[config.mk]
export PLATFORM = sky130hd
export DESIGN_NAME = fb_write_coalescer
export DESIGN_NICKNAME = d
export VERILOG_FILES = /design/src/rtl/fb_write_coalescer.sv
export SDC_FILE = /design/constraint.sdc
export NUM_CORES = 1
export LEC_CHECK = 0
export ABC_AREA = 0
export CORE_AREA = 4 4 223 225
export CTS_CLUSTER_DIAMETER = 50
export DETAILED_ROUTE_END_ITERATION = 16
export DIE_AREA = 0 0 227 229
export SKIP_CTS_REPAIR_TIMING = 1
export SYNTH_ARGS = -nofsm -noshare
export SYNTH_HDL_FRONTEND = slang
export SYNTH_SLANG_ARGS = --single-unit
[constraint.sdc]
create_clock -name clk -period 4.6 [get_ports clk]
set_input_delay 0.92 -clock clk [delete_from_list [all_inputs] [get_ports clk]]
set_output_delay 0.92 -clock clk [all_outputs]
set_load 0.005 [all_outputs]
[src/rtl/fb_write_coalescer.sv]
// fb_write_coalescer: merges rasterizer pixel writes into nibble-masked framebuffer word writes (optional clear engine under FB_CLEAR_EN)
module fb_write_coalescer #(
    parameter int FIFO_DEPTH = 16,
    parameter int IDLE_FLUSH = 8,
    parameter int FB_WIDTH   = 640,
    parameter int FB_HEIGHT  = 480
) (
    input  logic        clk,
    input  logic        areset,
    input  logic [9:0]  fb_x,
    input  logic [9:0]  fb_y,
    input  logic [3:0]  data,
    input  logic        fb_we,
    input  logic        flush,
    output logic        fifo_full,
    output logic        busy,
    output logic [15:0] drop_count,
    output logic        mem_req,
    input  logic        mem_ack,
    output logic [16:0] mem_addr,
    output logic [15:0] mem_wdata,
    output logic [3:0]  mem_nmask,
    input  logic        clear_start,
    output logic        clear_busy
);
    localparam int AW = $clog2(FIFO_DEPTH);
    localparam int CW = AW + 1;
    localparam int IW = $clog2(IDLE_FLUSH + 1);
    localparam logic [1:0] COLLECT = 2'd0, WRITE = 2'd1, CLEAR = 2'd2;

    logic [16:0]   f_addr [FIFO_DEPTH];
    logic [5:0]    f_pix  [FIFO_DEPTH];
    logic [AW-1:0] wr_ptr, rd_ptr;
    logic [CW-1:0] count;
    logic [1:0]    state;
    logic [16:0]   m_addr;
    logic [15:0]   m_data;
    logic [3:0]    m_mask;
    logic          m_valid;
    logic [IW-1:0] idle_cnt;
    logic          in_range, push, drop, empty, same, idle_hit, collect, clr_go, load, to_write, fresh;
    logic [16:0]   in_addr, h_addr, clr_addr;
    logic [1:0]    h_nib;
    logic [3:0]    h_dat;
    logic [15:0]   new_data;
    logic [3:0]    new_mask;

    assign in_range  = ({1'b0, fb_x} < 11'(FB_WIDTH)) && ({1'b0, fb_y} < 11'(FB_HEIGHT));
    assign in_addr   = 17'(fb_y) * 17'(FB_WIDTH / 4) + 17'(fb_x[9:2]);
    assign fifo_full = count == CW'(FIFO_DEPTH);
    assign empty     = count == '0;
    assign push      = fb_we && in_range && !fifo_full;
    assign drop      = fb_we && !push;
    assign h_addr    = f_addr[rd_ptr];
    assign {h_nib, h_dat} = f_pix[rd_ptr];
    assign collect   = state == COLLECT;
    assign same      = m_valid && (h_addr == m_addr);
    assign idle_hit  = m_valid && empty && (idle_cnt == IW'(IDLE_FLUSH - 1));
    // A WRITE ack frees the merge register, so the head may load fresh in that same cycle.
    assign load      = collect ? (!clr_go && !empty && (!m_valid || same)) : (state == WRITE && mem_ack && !empty);
    assign to_write  = collect && !clr_go && m_valid && (empty ? (flush || idle_hit) : !same);
    assign fresh     = !collect || !m_valid;
    assign new_data  = (fresh ? 16'h0 : m_data & ~(16'hF << {h_nib, 2'b00})) | (16'(h_dat) << {h_nib, 2'b00});
    assign new_mask  = (fresh ? 4'h0 : m_mask) | (4'b1 << h_nib);

    assign busy      = !empty || m_valid || mem_req || (state != COLLECT);
    assign mem_addr  = !mem_req ? '0 : (state == CLEAR) ? clr_addr : m_addr;
    assign mem_wdata = (mem_req && state != CLEAR) ? m_data : '0;
    assign mem_nmask = !mem_req ? '0 : (state == CLEAR) ? 4'hF : m_mask;

`ifdef FB_CLEAR_EN
    localparam logic [16:0] LAST_ADDR = 17'(FB_WIDTH * FB_HEIGHT / 4 - 1);
    logic clr_pend;
    assign clr_go     = collect && (clr_pend || clear_start) && empty && !m_valid;
    assign clear_busy = state == CLEAR;
    // Clear request latch (held until the pipeline drains) and sweep address.
    always_ff @(posedge clk or posedge areset) begin
        if (areset) begin
            clr_pend <= 1'b0;
            clr_addr <= '0;
        end else begin
            clr_pend <= clr_go ? 1'b0 : clr_pend || (clear_start && state != CLEAR);
            clr_addr <= clr_go ? '0 : (state == CLEAR && mem_ack) ? clr_addr + 17'd1 : clr_addr;
        end
    end
`else
    logic unused_clear;
    assign unused_clear = clear_start;
    assign clr_go       = 1'b0;
    assign clear_busy   = 1'b0;
    assign clr_addr     = '0;
`endif

    // Pixel FIFO storage; occupancy is tracked by count so entries need no reset.
    always_ff @(posedge clk) begin
        if (push) begin
            f_addr[wr_ptr] <= in_addr;
            f_pix[wr_ptr]  <= {fb_x[1:0], data};
        end
    end

    // FIFO pointers, drop counter, merge register, idle timer and FSM.
    always_ff @(posedge clk or posedge areset) begin
        if (areset) begin
            wr_ptr     <= '0;
            rd_ptr     <= '0;
            count      <= '0;
            drop_count <= '0;
            m_addr     <= '0;
            m_data     <= '0;
            m_mask     <= '0;
            m_valid    <= 1'b0;
            idle_cnt   <= '0;
            state      <= COLLECT;
            mem_req    <= 1'b0;
        end else begin
            wr_ptr     <= wr_ptr + AW'(push);
            rd_ptr     <= rd_ptr + AW'(load);
            count      <= count + CW'(push) - CW'(load);
            drop_count <= (drop && drop_count != 16'hFFFF) ? drop_count + 16'd1 : drop_count;
            idle_cnt   <= (collect && m_valid && empty && !to_write) ? idle_cnt + IW'(1) : '0;
            if (load) begin
                m_addr  <= h_addr;
                m_data  <= new_data;
                m_mask  <= new_mask;
                m_valid <= 1'b1;
            end else if (state == WRITE && mem_ack) begin
                m_valid <= 1'b0;
            end
            if (to_write || clr_go) begin
                state   <= clr_go ? CLEAR : WRITE;
                mem_req <= 1'b1;
            end else if (state == WRITE && mem_ack) begin
                state   <= COLLECT;
                mem_req <= 1'b0;
            end
`ifdef FB_CLEAR_EN
            else if (state == CLEAR && mem_ack && clr_addr == LAST_ADDR) begin
                state   <= COLLECT;
                mem_req <= 1'b0;
            end
`endif
        end
    end
endmodule

==> summary by stage <==
Route
The number of nets still failing antenna checks after routing is 0. The detailed-route via count is 10400. In the final routed layout, each cell accounts on average for 22.6 µm. The detail-routed via count per cell is 5.37. The detailed router finished its first iteration with 800 violations. In the routed design, unresolved DRC markers number 0.

The first-pass iteration count of the detailed router is 5. The post-detailed-routing wire length is 43.6 mm.

Global route
The number of antenna violations at the first check in global routing is 1. The first global-routing pass estimated 66.0 mm of wire. The global route total overflow is 0. Global routing used 16.9% of the available tracks. Entering global routing, the biggest net connects 45 pins. The number of global-route vias before repair came to 10500.

Clock network
The number of levels in the clock H-tree is 2. Clock-pin slew was measured on the worst setup and hold paths at 0.06 ns. The number of buffers created by CTS is 48. The later-pin clock latency in the skew report is 0.58 ns. The clock tree from TritonCTS is yes. The clock sink count is 440. The root buffer cell is clkbuf_16.

The maximum clock insertion buffer count is 3.

Layout
Of the cells placed in the final design, the portion with a size suffix greater than 1 is 20.6%. The filler-free cell count of the finished design is 1934. The total number of nets in the final design is 1346.

The area overhead of the layout relative to synthesis is 18.6%. The repair_antennas step left the layout with diodes totalling 0.

Timing
Setup repair after global routing left no endpoint under its margin. The clock period minus final worst setup slack is 4.24 ns. The number of max-slew violations in the final report came to 0. The top achievable clock speed is 236 MHz. In this run the tightest slew margin relative to its limit is 27.8%. In the finished design, the share of the clock period the worst path needs comes to 92.2%. The clock arrives with 0.0216 ns of skew. Across all hold checks on the routed design, the worst slack comes to 0.473 ns. The final setup violation count is 0. In the final timing run, aggregate negative setup slack is 0 ns. Across all setup checks in the final design, the least slack found is 0.359 ns. The total count of hold-check failures in the final report is 0. The slew at the pin with the worst max-slew slack is 1.07 ns.

Worst hold path
The type of the worst min-delay path is flop to flop. Along the worst hold path, the cell count comes to 1.

Worst setup path
The worst register-to-register path has a setup slack of 0.36 ns. The end point of the critical path is count[4]. The beginning of the worst register-to-register path is rd_ptr[1]. In this run the critical register-to-register path is captured at count[4].

STA classifies the critical path startpoint as a flop. By startpoint and endpoint, the worst setup path is classified as flop to flop. The capturing element type of the critical path is a flop. The critical path data arrival time is 4.69 ns. The worst path required time is 5.05 ns. The top fanout value on the critical path is 15. The launching instance or port of the critical path is rd_ptr[1]. The logic depth of the worst register-to-register path is 20.

Logic synthesis
A synthesized cell averages 16.8 µm². The post-synthesis instance area is 18900 µm². edfxtp_1 is the most common cell in the netlist. In the synthesized netlist, the number of instances is 1124. The count of synthesis-stage warnings from yosys is 0.

The area fraction of the dominant cell type after synthesis is 58.5%. The async set-reset flop share out of synthesis is 16.4%. Yosys attributes the largest share of cell area to edfxtp_1 (59%), dfrtp_1 (9.5%), mux4_2 (8.0%).

The number of enable-type register cells in the synthesized netlist is 368. Counting every net in the synthesized netlist gives 1188. The largest area contributor in the netlist is edfxtp_1. Sequential elements use 68.1% of the synthesized area. By count the netlist is led by edfxtp_1 (368), dfrtp_1 (72), mux2i_1 (70), mux4_2 (67), nand2_1 (62). The post-synthesis sequential element count is 440. The most used flip-flop cell after synthesis is edfxtp_1.

The number of library cell types mapped by synthesis is 73.

Power
The internal cell power is 9180 µW. The design draws 13700 µW. The share of power burned in combinational logic is 35.7%. In this run the power spent charging and discharging nets is 4490 µW.

The sequential power share is 37.4%. The worst-case vdd ir drop is 0.000271 V. The power per standard cell area is 610 nW/µm². The fraction of power spent switching nets is 32.8%. The reported leakage power is 0.00795 µW.

The clock network burns 26.8% of the power.

Floorplanning
For this configuration, the core starts out at a cell density of 39.7%. The I/O pin count is 87. The total core area is 47500 µm². The floorplan step set the die width to 227 µm. The die span in y is 229 µm. The die footprint is 52000 µm².

The initialized floorplan defines 80 standard-cell rows.

Place
The post-placement worst setup slack is 0.285 ns. At the end of routability-driven placement, the weighted congestion stood at 0.755. The placed instance count is 1847. The count of port buffers added during placement is 84. The placed wire-length estimate after detailed placement is 27.7 mm.

Status
The flow ran to the end, and the final reports show no timing, DRC or antenna violations.

Run
The count of maximum capacitance violations is 0.
==> cells in the final DEF, fill, tap and decap left out, types with 15 or more instances in the layout <==
cell             synthesis  routed
a21oi_1                 15      15
xor2_1                  18      18
and2_1                  42      42
clkdlybuf4s50_1          0      84
inv_1                   35      34
o22ai_1                 18      18
ha_1                    31      31
o21ai_0                 16      16
edfxtp_1               368     368
nor2_1                  39      27
xnor2_1                 33      33
mux2i_1                 70      70
nand2_1                 62      62
dfrtp_1                 72      68
buf_4                    6      64
mux4_2                  67      67
clkbuf_16                0      49
==> worst max-delay path: stages, from the launching register on <==
cell,delay (ns)
dfrtp_4,0.58
buf_12,0.20
and2_1,0.25
buf_4,0.25
a221oi_4,0.30
nand3b_1,0.17
o2111ai_1,0.25
a2111oi_4,0.40
nand4_4,0.17
o21a_2,0.27
clkinv_4,0.05
ha_1,0.21
inv_1,0.05
ha_1,0.15
inv_1,0.06
fa_1,0.39
inv_1,0.07
a21oi_1,0.06
nor2_1,0.09
nor2_1,0.06
xnor2_1,0.11
==> stage by stage <==
step	util (%)	area, µm²
after global placement	43.9	20900
final	47.1	22400
after floorplan	-	18900
after global routing	47.1	22400
after CTS	47.1	22400
after detailed placement	43.9	20900
==> layer usage <==
metal / track usage [%] / wire, µm / share of wire [%] / vias to the layer above
met3: 2.59 / 2010 / 4.6 / 68
met1: 23.4 / 19000 / 44 / 5362
li1: - / - / - / 4700
met2: 28.0 / 21600 / 50 / 260
met5: 0 / 7 / 0.016 / -
met4: 4.90 / 980 / 2.2 / 2
==> power groups by stage <==
stage	Combinational [µW]	Clock (µW)	Sequential, µW
floorplan	3330	0	5010
global placement	4840	0	5190
detailed placement	4900	0	5200
CTS	4920	3750	5120
global route	5310	3930	5160
finish	4880	3670	5120
==> how the worst min path moves through the flow <==
stage	start	end
2_1_floorplan	idle_cnt[0]	idle_cnt[0]
5_1_grt	idle_cnt[0]	idle_cnt[0]
3_3_place_gp	idle_cnt[0]	idle_cnt[0]
3_5_place_dp	idle_cnt[0]	idle_cnt[0]
6_report	idle_cnt[0]	idle_cnt[0]
4_1_cts	idle_cnt[0]	idle_cnt[0]
==> layout make-up <==
cell class,count,area (µm²)
fillers,4007,25100
inverters,38,149
well taps,615,769
multi-input cells,598,5630
repair buffers,156,1480
clock buffers,54,1240
flip-flops and latches,440,12900
clock inverters,33,263
==> sequential cells by signal, summed over array words and instances, names as in the netlist <==
signal and cells:
f_addr 272, count 5, f_pix 96, m_mask 4
rd_ptr 4, idle_cnt 4, m_addr 17, drop_count 16
wr_ptr 4, m_data 16, m_valid 1, state 1
==> kinds of logic after synthesis <==
kind of cell	synth area share (%)
flip-flops	68.1
AND/OR/NAND/NOR	6.19
multiplexers	13.4
AO/OA/AOI/OAI	5.16
buffers and inverters	2.43
XOR/XNOR	2.37
adder cells (fa/ha/maj)	2.37
other	0.0199
(Power assumes the default switching activity.)
